<file path="src/rtl/sensor_scanner_pkg.sv">
// Shared types and sizes for the sensor_scanner slice (package sensor_pkg).
package sensor_pkg;

  localparam int unsigned NUM_CH         = 4;
  localparam int unsigned CH_W           = 2;
  localparam int unsigned DEFAULT_DATA_W = 8;

  typedef enum logic [2:0] {
    IDLE    = 3'd0,
    REQ     = 3'd1,
    PRESENT = 3'd2,
    CAPTURE = 3'd3,
    NEXT    = 3'd4
  } scan_state_t;

endpackage

</file>
<file path="src/rtl/sensor_scanner_if.sv">
// ADC request/ack and co-processor sample/change signals between scanner and its neighbours.
interface sensor_scanner_if #(
  parameter int unsigned DATA_W = sensor_pkg::DEFAULT_DATA_W
);
  import sensor_pkg::*;

  logic              adc_req;
  logic [CH_W-1:0]   adc_ch;
  logic              adc_ack;
  logic [DATA_W-1:0] adc_data;
  logic [DATA_W-1:0] cp_data;
  logic [CH_W-1:0]   cp_sel;
  logic              cp_chg;
  logic [CH_W-1:0]   cp_chg_ch;

  modport master (
    output adc_req, adc_ch, cp_data, cp_sel,
    input  adc_ack, adc_data, cp_chg, cp_chg_ch
  );

  modport slave (
    input  adc_req, adc_ch, cp_data, cp_sel,
    output adc_ack, adc_data, cp_chg, cp_chg_ch
  );

endinterface

</file>
<file path="src/rtl/sensor_scanner_flag_bank.sv">
// Per-channel sticky flags: set pulses accumulate, write-1 clears, set wins over clear.
module sensor_flag_bank
  import sensor_pkg::*;
(
  input  logic              clk,
  input  logic              reset_n,
  input  logic [NUM_CH-1:0] set,
  input  logic [NUM_CH-1:0] clr,
  output logic [NUM_CH-1:0] flags
);

  always_ff @(posedge clk) begin
    if (!reset_n) flags <= '0;
    else          flags <= (flags & ~clr) | set;
  end

endmodule

</file>
<file path="src/rtl/sensor_scanner.sv">
// Round-robin sensor sequencer feeding the co-processor and collecting change/timeout flags.
// Define SENSOR_SCANNER_TIMEOUT_EN to enable the ADC ack timeout and err_mask.
module sensor_scanner
  import sensor_pkg::*;
#(
  parameter int unsigned DATA_W  = DEFAULT_DATA_W,
  parameter int unsigned SETTLE  = 2,
  parameter int unsigned TIMEOUT = 16
) (
  input  logic              clk,
  input  logic              reset_n,
  input  logic              en,
  sensor_scanner_if.master  bus,
  input  logic [NUM_CH-1:0] clr,
  output logic [NUM_CH-1:0] chg_mask,
  output logic [NUM_CH-1:0] err_mask,
  output logic              irq,
  output logic              busy,
  output logic              scan_done
);

  localparam int unsigned     SETTLE_W = $clog2(SETTLE);
  localparam logic [CH_W-1:0] LAST_CH  = CH_W'(NUM_CH - 1);

  if (SETTLE < 2 || TIMEOUT < 2 || TIMEOUT > 255) begin : g_param_check
    $error("sensor_scanner: SETTLE must be >= 2 and TIMEOUT within 2..255");
  end

  scan_state_t         state, next_state;
  logic [CH_W-1:0]     ch;
  logic [SETTLE_W-1:0] settle_cnt;
  logic [DATA_W-1:0]   sample_c;
  logic                ack_c, settle_done_c, timeout_c;
  logic                adc_req_d, busy_d, scan_done_d;
  logic [NUM_CH-1:0]   chg_set, err_set;

  assign sample_c      = bus.adc_data;
  assign ack_c         = (state == REQ) && bus.adc_ack;
  assign settle_done_c = (settle_cnt == SETTLE_W'(SETTLE - 1));
  assign bus.adc_ch    = ch;

`ifdef SENSOR_SCANNER_TIMEOUT_EN
  localparam logic [7:0] TMO_LAST = 8'(TIMEOUT - 1);
  logic [7:0] tmo_cnt;

  // Ack on the final REQ cycle still wins over the timeout.
  assign timeout_c = (state == REQ) && !bus.adc_ack && (tmo_cnt == TMO_LAST);

  always_ff @(posedge clk) begin
    if (!reset_n || state != REQ) tmo_cnt <= '0;
    else                          tmo_cnt <= tmo_cnt + 8'(1);
  end
`else
  assign timeout_c = 1'b0;
`endif

  // State register and registered FSM outputs.
  always_ff @(posedge clk) begin
    if (!reset_n) begin
      state       <= IDLE;
      bus.adc_req <= 1'b0;
      busy        <= 1'b0;
      scan_done   <= 1'b0;
    end else begin
      state       <= next_state;
      bus.adc_req <= adc_req_d;
      busy        <= busy_d;
      scan_done   <= scan_done_d;
    end
  end

  always_comb begin
    next_state = state;
    case (state)
      IDLE:    if (en) next_state = REQ;
      REQ: begin
        if (ack_c)          next_state = PRESENT;
        else if (timeout_c) next_state = NEXT;
      end
      PRESENT: if (settle_done_c) next_state = CAPTURE;
      CAPTURE: next_state = NEXT;
      NEXT:    next_state = (ch != LAST_CH || en) ? REQ : IDLE;
      default: next_state = IDLE;
    endcase
  end

  // Output decode from the upcoming state, plus flag-bank set pulses.
  always_comb begin
    adc_req_d   = 1'b0;
    busy_d      = 1'b0;
    scan_done_d = 1'b0;
    chg_set     = '0;
    err_set     = '0;
    adc_req_d   = (next_state == REQ);
    busy_d      = (next_state != IDLE);
    scan_done_d = (next_state == NEXT) && (ch == LAST_CH);
    if (state == CAPTURE && bus.cp_chg) chg_set[bus.cp_chg_ch] = 1'b1;
    if (timeout_c)                      err_set[ch]            = 1'b1;
  end

  // Channel pointer, settle counter and the sample held for the co-processor.
  always_ff @(posedge clk) begin
    if (!reset_n) begin
      ch          <= '0;
      settle_cnt  <= '0;
      bus.cp_data <= '0;
      bus.cp_sel  <= '0;
    end else begin
      if (ack_c) begin
        bus.cp_data <= sample_c;
        bus.cp_sel  <= ch;
      end
      if (state == PRESENT) settle_cnt <= settle_cnt + SETTLE_W'(1);
      else                  settle_cnt <= '0;
      if (state == NEXT)    ch <= ch + CH_W'(1);
    end
  end

  sensor_flag_bank u_chg_bank (
    .clk     (clk),
    .reset_n (reset_n),
    .set     (chg_set),
    .clr     (clr),
    .flags   (chg_mask)
  );

  sensor_flag_bank u_err_bank (
    .clk     (clk),
    .reset_n (reset_n),
    .set     (err_set),
    .clr     (clr),
    .flags   (err_mask)
  );

  always_ff @(posedge clk) begin
    if (!reset_n) irq <= 1'b0;
`ifdef SENSOR_SCANNER_TIMEOUT_EN
    else          irq <= (|chg_mask) | (|err_mask);
`else
    else          irq <= |chg_mask;
`endif
  end

endmodule

</file>
<file path="src/flat_wrapper.sv">
// flat-port wrapper written by rule: the top's interface ports become plain ports
module sensor_scanner_flat import sensor_pkg::*;
#(
  parameter int unsigned DATA_W  = DEFAULT_DATA_W,
  parameter int unsigned SETTLE  = 2,
  parameter int unsigned TIMEOUT = 16
)
  (clk, reset_n, en, clr, chg_mask, err_mask, irq, busy, scan_done, bus_adc_req, bus_adc_ch, bus_cp_data, bus_cp_sel, bus_adc_ack, bus_adc_data, bus_cp_chg, bus_cp_chg_ch);
  sensor_scanner_if #(.DATA_W(DATA_W)) bus_i ();
  input  logic clk;
  input  logic reset_n;
  input  logic en;
  input  logic [NUM_CH-1:0] clr;
  output logic [NUM_CH-1:0] chg_mask;
  output logic [NUM_CH-1:0] err_mask;
  output logic irq;
  output logic busy;
  output logic scan_done;
  output wire logic [$bits(bus_i.adc_req)-1:0] bus_adc_req;
  output wire logic [$bits(bus_i.adc_ch)-1:0] bus_adc_ch;
  output wire logic [$bits(bus_i.cp_data)-1:0] bus_cp_data;
  output wire logic [$bits(bus_i.cp_sel)-1:0] bus_cp_sel;
  input wire logic [$bits(bus_i.adc_ack)-1:0] bus_adc_ack;
  input wire logic [$bits(bus_i.adc_data)-1:0] bus_adc_data;
  input wire logic [$bits(bus_i.cp_chg)-1:0] bus_cp_chg;
  input wire logic [$bits(bus_i.cp_chg_ch)-1:0] bus_cp_chg_ch;
  assign bus_adc_req = bus_i.adc_req;
  assign bus_adc_ch = bus_i.adc_ch;
  assign bus_cp_data = bus_i.cp_data;
  assign bus_cp_sel = bus_i.cp_sel;
  assign bus_i.adc_ack = bus_adc_ack;
  assign bus_i.adc_data = bus_adc_data;
  assign bus_i.cp_chg = bus_cp_chg;
  assign bus_i.cp_chg_ch = bus_cp_chg_ch;
  sensor_scanner #(.DATA_W(DATA_W), .SETTLE(SETTLE), .TIMEOUT(TIMEOUT)) u_core (.clk(clk), .reset_n(reset_n), .en(en), .bus(bus_i), .clr(clr), .chg_mask(chg_mask), .err_mask(err_mask), .irq(irq), .busy(busy), .scan_done(scan_done));
endmodule
</file>
<file path="config.mk">
export PLATFORM = sky130hd
export DESIGN_NAME = sensor_scanner_flat
export DESIGN_NICKNAME = d
export VERILOG_FILES = /design/src/rtl/sensor_scanner_pkg.sv /design/src/rtl/sensor_scanner_if.sv /design/src/rtl/sensor_scanner_flag_bank.sv /design/src/rtl/sensor_scanner.sv /design/src/flat_wrapper.sv
export SDC_FILE = /design/constraint.sdc
export NUM_CORES = 1
export LEC_CHECK = 0
export CAP_MARGIN = 20
export CORE_MARGIN = 5
export CORE_UTILIZATION = 35
export DETAILED_ROUTE_END_ITERATION = 10
export GPL_TIMING_DRIVEN = 0
export PLACE_DENSITY_LB_ADDON = 0.05
export SLEW_MARGIN = 20
export SYNTH_ARGS = -nofsm -noshare
export SYNTH_HDL_FRONTEND = slang
export SYNTH_SLANG_ARGS = --single-unit
export TNS_END_PERCENT = 10
</file>
<file path="constraint.sdc">
create_clock -name clk -period 1.5 [get_ports clk]
set_clock_uncertainty 0.1 [all_clocks]
set_input_delay 0.3 -clock clk [delete_from_list [all_inputs] [get_ports clk]]
set_output_delay 0.3 -clock clk [all_outputs]
set_load 0.005 [all_outputs]
</file>
; Word level (Yosys, flattened, before mapping)
; Cells that the tools add are included.
[op_classes]
addsub = 2
order_cmp = 2
muxes = 8
n_eq_ne = 8
bitwise = 4
n_reduce_logical = 9
[ops]
columns = op, count
row1 = $pmux 3 s5, 1
row2 = $mux 3, 3
row3 = $and 4x4->4, 2
row4 = $eq 3x1->1 const B, 2
row5 = $eq 3x2->1 const B, 2
row6 = $eq 3x3->1 const B, 2
row7 = $logic_and 1x1->1, 4
row8 = $mux 4, 1
row9 = $not 4->4, 1
row10 = $or 4x4->4, 1
row11 = $reduce_or 4->1, 1
row12 = $logic_not 3->1, 1
row13 = $lt 2x3->1 const B, 1
row14 = $reduce_bool 3->1, 1
row15 = $add 2x1->2 const B, 1
row16 = $demux 1 s2, 1
row17 = $eq 2x2->1 const B, 1
row18 = $ge 2x1->1 const B, 1
row19 = $mux 1, 2
row20 = $ne 2x2->1 const B, 1
row21 = $reduce_and 2->1, 1
row22 = $add 1x1->1 const B, 1
row23 = $logic_or 1x1->1, 1
[word_totals]
output_inout_bits = 24
wordCells = 44
register_bits = 28
input_bits = 19

; Logic depth before layout (Yosys ltp)
; Gate-level depths: netlist of the first run.
[depth]
word_depth = 6
mapped_depth = 5
depth_no_buf = 4

; Cells and area by module
; From an unflattened synthesis of the first run, not the netlist that was laid out.
[hier_totals]
cells_unflattened = 118
area_unflattened_um2 = 1156.1
[modules_own_cells]
columns = mod, cells_each, area_each_um2, instances
row1 = sensor_scanner, 94, 825.8, 1
row2 = sensor_flag_bank, 12, 165.2, 2

; Least setup slack after synthesis of the first run
; Ideal clock, no wire load.
[synth_timing]
path_type = register to register
start = reg u_core.state[2]
end = reg u_core.bus.adc_req
arrival_ns = 1.003
setup_time_ns = 0.074
path_stages_with_launch = 4
required_ns = 1.326
path_slack_ns = 0.323
cell_sequence = dfxtp_1 -> nand2b_4 -> or4_1 -> o21ai_0
[synth_between]
elab_chain_cells = 5
[synth_rtl]
columns = item, line
row1 = "start, declared", sensor_scanner.sv:29  ; scan_state_t state, next_state;
row2 = "start signal, assigned", sensor_scanner.sv:65  ; state <= next_state;
row3 = $eq 3x1->1, "sensor_scanner.sv:38, sensor_scanner.sv:74"
row4 = $logic_and 1x1->1, sensor_scanner.sv:38  ; assign ack_c = (state == REQ) && bus.adc_ack;
row5 = $mux 3, sensor_scanner.sv:77  ; if (ack_c) next_state = PRESENT;
row6 = $pmux 3 s5 *, sensor_scanner.sv:74  ; case (state)
row7 = $eq 3x1->1 *, sensor_scanner.sv:94  ; adc_req_d = (next_state == REQ);
row8 = "end signal, assigned", sensor_scanner.sv:66  ; bus.adc_req <= adc_req_d;
row9 = "end, declared", sensor_scanner_if.sv:17  ; output adc_req, adc_ch, cp_data, cp_sel,
; Mark *: on every way between the ends. The rest lies on a longest branch, timed or not.
; A chain may end at the register's enable or synchronous reset.

; Final worst setup path of the first run
[layout_timing]
start = reg u_core.state[0]
end = reg u_core.u_chg_bank.flags[0]
[layout_between]
elab_chain_cells = 4
[layout_rtl]
columns = item, line
row1 = $eq 3x2->1, sensor_scanner.sv:97  ; if (state == CAPTURE && bus.cp_chg) chg_set[bus.cp_chg_ch] = 1'b1;
row2 = $logic_and 1x1->1, sensor_scanner.sv:97
row3 = $mux 4, sensor_scanner.sv:97
row4 = $or 4x4->4, sensor_scanner_flag_bank.sv:14  ; else flags <= (flags & ~clr) | set;
row5 = "end signal, assigned", sensor_scanner_flag_bank.sv:14
row6 = "end, declared", sensor_scanner_flag_bank.sv:9  ; output logic [NUM_CH-1:0] flags
; No other way between the ends.

==> impl_metrics.yaml, run 1 <==
detailed_routing:
  final_antenna_net_count: 0
  first_pass_iters: 4
  drt_iter0_drc: 62
  drt-vias-per-instance: 4.98
  wl_per_cell_um: 13.5
  vias: 962
  finalWirelength_um: 2610
  drcViolationCount: 0
power:
  swShare: 0.236
  power_frac_seq: 0.586
  pwr-share-comb: 0.133
  netSwitchingPower_uw: 312
  p_int_uw: 1010
  total_power_uw: 1320
  p_clk_frac: 0.281
  ir_drop_mv: 0.687
  power.density_nw_per_um2: 834
  p_leak_uw: 0.000749
clock_network:
  h-tree-depth: 1
  clk_pin_slew_ns: 0.15
  cts_buffers: 3
  cts_tree: "built"
  clock_latency_ns: 0.33
  postCtsHoldBufs: 0
  cts_root_buf: "clkbuf_4"
  clock_path_buffers: 2
  cts_sinks: 28
floorplanning:
  ioPinCount: 43
  die_h_um: 64.9
  start_util: 0.354
  rows: 20
  fp.dieArea_sq_um: 4210
  die_w_um: 64.9
  core_sq_um: 2980
yosys:
  ys_ff_latch: 28
  yosysMostFrequentCell: "dfxtp_1"
  postSynthAreaPerCell_sq_um: 9.58
  synthDominantCellAreaShare: 0.532
  synth_cell_types: 31
  synthCells: 110
  synth_async_sr_flop_share: 0
  synth_area_sq_um: 1050
  synth_area_leader_cell: "dfxtp_1"
  synthTopCellsByArea: "dfxtp_1 (53%), o21ai_0 (5.7%), nand3_1 (4.8%)"
  synth_nets: 130
  yosysSeqAreaShare: 0.532
  synthFlopType: "dfxtp_1"
  synth_warnings: 0
  yosys-top-cells-count: "dfxtp_1 (28), nand2_1 (13), o21ai_0 (12)"
  synth_edf_count: 0
global_routing:
  gr-total-overflow: 0
  use_met3: 0.0537
  grt_max_degree: 16
  grt_pass1_wl_um: 4320
  met1_usage: 0.148
  grt_busiest_layer: "met2"
  globalRouteTotalUtil: 0.131
  gr-usage-met2: 0.229
  grt_pass1_vias: 935
  antenna_found_initial: 0
layout:
  antennaDiodeCount: 0
  stdcell_area_sq_um: 1590
  stdcell_count: 193
  nets: 181
  fin_util: 0.532
  drive_gt1_frac: 0.225
  area_growth_pct: 50.5
critical_path:
  crit_buf_inv: 1
  required_ns: 1.68
  crit_type: "flip-flop to flip-flop"
  ff2ff_path_depth: 4
  worst_setup_path_start_kind: "flip-flop"
  worstPathArrival_ns: 1.55
  slowest_stage: "nor4_1"
  path_cells: "buf_2, nand2_1, nor4_1, a32o_1"
  crit_family: "simple AND/OR/NAND/NOR gates"
  worst-path-max-fanout: 10
  cp.depth: 4
  crit_path_end_kind: "flip-flop"
  max_stage_delay_ns: 0.40
timing:
  slew_viol_final: 0
  fin_crit_sh: 0.917
  maxSlewHeadroom: 0.708
  setup_violations: 0
  max_freq_mhz: 727
  fin_crit_ns: 1.38
  rsz0062_at_grt: "no"
  worst_slew_pin_slew_ns: 0.433
  setup_tns_ns: 0
  hold_viol: 0
run:
  maxCapViolCount: 0
worst_hold_path:
  hold_depth: 3
  hold_path.class: "input port to flip-flop"
placement:
  placed_cells: 185
  place_hpwl_um: 1920
  dpl_cell_area_sq_um: 1520
  place_congestion: 0.725
  port_buffers: 42
run_status:
  status: "finished, final reports clean"
==> logic make-up after synthesis <==
family	synth area share
adder cells (fa/ha/maj)	0.0119
XOR/XNOR	0.00832
multiplexers	0.0190
flip-flops	0.532
buffers and inverters	0.0511
AND/OR/NAND/NOR	0.242
AO/OA/AOI/OAI	0.135
==> power groups by stage <==
stage | Combinational, uW | Clock (uW) | Sequential, uW
2_1_floorplan | 77.7 | 0 | 793
3_3_place_gp | 183 | 0 | 791
3_5_place_dp | 186 | 0 | 791
4_1_cts | 179 | 383 | 776
5_1_grt | 195 | 421 | 779
6_report | 175 | 372 | 775
==> cell usage in the layout, fill, tap and decap left out, types with 2 or more instances in the layout <==
cell and count:
buf_4 6, nand2_1 13, buf_2 3, and2_1 4, inv_1 5, a32o_1 4
and3_1 2, nor2b_1 3, clkbuf_4 3, clkdlybuf4s50_1 17, nand2b_1 2, dlygate4sd2_1 23
dlymetal6s2s_1 2, nor2_1 2, dfxtp_1 9, mux2i_1 2, dfxtp_2 19, nand3_1 10
o21ai_0 12
==> worst paths after layout <==
kind,startpoint,to,slack [ns]
worst max-delay path,u_core.state[0],u_core.u_chg_bank.flags[0],0.12
worst min-delay path,reset_n,u_core.state[1],0.27
worst max register to register,u_core.state[0],u_core.u_chg_bank.flags[0],0.12
worst min register to register,u_core.settle_cnt,u_core.settle_cnt,0.34
==> sequential cells by signal, indices dropped and copies added, names as in the netlist <==
name / cells
u_core.bus.cp_data: 8
u_core.u_chg_bank.flags: 4
u_core.u_err_bank.flags: 4
u_core.state: 3
u_core.bus.adc_ch: 2
u_core.bus.cp_sel: 2
u_core.bus.adc_req: 1
u_core.busy: 1
u_core.irq: 1
u_core.scan_done: 1
u_core.settle_cnt: 1
==> per-layer routing <==
metal / vias to the layer above / part of all wire / wire [um]
met5: - / 0 / 0
met1: 452 / 0.42 / 1090
met4: 0 / 0.0069 / 18
met3: 2 / 0.072 / 188
li1: 483 / - / -
met2: 25 / 0.50 / 1320
==> worst min-delay path, delay by kind of cell <==
| kind | cells | cell delay, ns |
|---|---|---|
| compound gates | 1 | 0.04 |
| buf+inv | 1 | 0.20 |
| simple gates | 1 | 0.13 |
==> metrics by stage <==
stage	hold WS, ns	worst slack, ns
6_report	0.270	0.125
4_1_cts	0.346	-0.0930
3_3_place_gp	0.312	-0.335
5_1_grt	0.280	0.000612
3_5_place_dp	0.324	-0.349
2_1_floorplan	0.299	0.323
==> repair_timing <==
item | CTS | global route
resized for setup | 43 | 4
endpoints found under the setup margin | 26 | 4
setup buffers | 4 | 0
==> final cells by class <==
type,count,area (sq um)
fillers,296,1390
plain buffers,7,38.8
inverters,5,18.8
multi-input cells,70,439
flip-flops and latches,28,584
well taps,33,41.3
clock buffers,4,36.3
repair buffers,46,427
Power figures use the tool's default switching activity.
==> run 2: changes to the inputs <==
--- a/config.mk
+++ b/config.mk
@@ -10,7 +10,8 @@
 export CORE_UTILIZATION = 35
 export DETAILED_ROUTE_END_ITERATION = 10
 export GPL_TIMING_DRIVEN = 0
-export PLACE_DENSITY_LB_ADDON = 0.05
+export PLACE_DENSITY = 0.67
+export RECOVER_POWER = 25
 export SLEW_MARGIN = 20
 export SYNTH_ARGS = -nofsm -noshare
 export SYNTH_HDL_FRONTEND = slang
==> impl_metrics.yaml, run 2 (synthesis results as in run 1) <==
power:
  p_leak_uw: 0.000724
  power.density_nw_per_um2: 840
  ir_drop_mv: 0.394
layout:
  area_growth_pct: 47.9
  largest-register: "u_core.bus.cp_data"
  nFillCells: 302
  top_regs: "u_core.bus.cp_data: 8 flops, u_core.u_chg_bank.flags: 4 flops, u_core.u_err_bank.flags: 4 flops"
  most-common-layout-cells: "dlygate4sd2_1 (23), dfxtp_2 (18), clkdlybuf4s50_1 (16), nand2_1 (13), o21ai_0 (12)"
  antennaDiodeCount: 0
  drive_gt1_frac: 0.194
  largest_reg_flops: 8
  layout_commonest_cell: "dlygate4sd2_1"
  nets: 181
detailed_routing:
  final_antenna_net_count: 0
  drt_iter0_drc: 26
  finalWirelength_um: 2480
  wl_per_cell_um: 12.8
  vias: 934
  drt-vias-per-instance: 4.84
  first_pass_iters: 4
  drcViolationCount: 0
global_routing:
  antenna_found_initial: 0
  met1_usage: 0.144
  grt_pass1_vias: 943
  globalRouteTotalUtil: 0.125
  grt_busiest_layer: "met2"
  gr-usage-met2: 0.206
  grt_max_degree: 16
  gr-total-overflow: 0
  grt_pass1_wl_um: 4220
  use_met3: 0.0607
critical_path:
  required_ns: 1.65
  worst_setup_path_start_kind: "flip-flop"
  crit_path_end_kind: "flip-flop"
  r2r-end: "u_core.bus.adc_ch[1]"
  crit_path_end: "u_core.bus.adc_ch[1]"
  ff2ff_path_depth: 4
  crit_start: "u_core.state[0]"
  rrSetupSlack_ns: 0.15
  regToRegStartpoint: "u_core.state[0]"
  worst-path-max-fanout: 10
  crit_type: "flip-flop to flip-flop"
  worstPathArrival_ns: 1.49
run_status:
  status: "finished, final reports clean"
clock_network:
  cts_buffers: 3
  clock_path_buffers: 2
  cts_tree: "built"
  postCtsHoldBufs: 0
  clk_pin_slew_ns: 0.16
  clock_latency_ns: 0.33
  h-tree-depth: 1
  cts_root_buf: "clkbuf_4"
  cts_sinks: 28
timing:
  setup_violations: 0
  max_freq_mhz: 742
  rsz0062_at_grt: "no"
  hold_viol: 0
  fin_ws_ns: 0.153
  maxSlewHeadroom: 0.728
  setup_tns_ns: 0
  fin_crit_ns: 1.35
  fin_crit_sh: 0.898
  worst_slew_pin_slew_ns: 0.408
  slew_viol_final: 0
floorplanning:
  die_w_um: 64.9
  start_util: 0.354
  core_sq_um: 2980
  rows: 20
  ioPinCount: 43
  fp.dieArea_sq_um: 4210
  die_h_um: 64.9
placement:
  port_buffers: 42
  dp_slack_ns: -0.332
  place_congestion: 0.755
  place_hpwl_um: 1890
worst_hold_path:
  hold_path.class: "input port to flip-flop"
  hold_start: "reset_n"
run:
  maxCapViolCount: 0
## run 2: changes by cell type in the layout (fill, tap and decap cells not counted), sizes merged
cell / delta
clkdlybuf4s50: -1
dlygate4sd3: +1
buf: -2
clkbuf: +3
dlymetal6s2s: -1
## run 2: cell type report
class                           count  area (sq um)  share of cell area
Inverter                            5          18.8              0.0120
Timing Repair Buffer               46           418               0.268
Clock buffer                        4          36.3              0.0233
Tap cell                           33          41.3              0.0265
Sequential cell                    28           583               0.374
Buffer                              7          33.8              0.0217
Multi-Input combinational cell     70           427               0.274
## run 2: through the flow
step                      power, uW   util  area (sq um)  hold slack, ns  cells
after floorplan                 871      -          1050           0.299    110
after global placement          970  0.509          1520           0.310    185
after detailed placement        975  0.509          1520           0.320    185
after CTS                      1340  0.530          1580           0.341    193
after global routing           1380  0.523          1560           0.249    193
final                          1310  0.523          1560           0.225    193
## run 2: how the worst min path moves through the flow
stage                     slack (ns)  depth (start not counted)                  to
after floorplan                 0.30                          1   u_core.settle_cnt
after global placement          0.31                          1   u_core.settle_cnt
after detailed placement        0.32                          1   u_core.settle_cnt
after CTS                       0.34                          1   u_core.settle_cnt
after global routing            0.25                          3     u_core.state[0]
final                           0.22                          3  u_core.bus.adc_req
## run 2: critical path, cell delays in order (launching register included)
cell and delay [ns]:
dfxtp_1 0.33, buf_2 0.16, nor3b_1 0.39, mux2i_1 0.23, nor2b_1 0.06
## run 2: report_power, final
group          total, uW  switching (uW)  internal [uW]
Clock                368             219            148
Sequential           776            7.96            768
Combinational        166            76.0           89.6
Total               1310             303           1010
## run 2: routing by layer
metal  routed length [um]  vias up
met3                  254        2
met5                    0        -
met1                 1100      416
met2                 1120       31
met4                    9        0
li1                     -      485
## run 2: timing repair
| item | CTS | global route |
|---|---|---|
| resized for setup | 43 | 2 |
| endpoints found under the hold margin | 0 | 0 |
| setup endpoints to repair | 24 | 11 |
| setup buffers | 4 | 0 |
| cloned | 0 | 0 |
==> run 3: changes to the inputs <==
--- a/config.mk
+++ b/config.mk
@@ -9,6 +9,7 @@
 export CORE_MARGIN = 5
 export CORE_UTILIZATION = 35
 export DETAILED_ROUTE_END_ITERATION = 10
+export GPL_ROUTABILITY_DRIVEN = 0
 export GPL_TIMING_DRIVEN = 0
 export PLACE_DENSITY = 0.67
 export RECOVER_POWER = 25
==> results of run 3 <==
The final DEF is identical to that of run 2; final timing and power are the same.
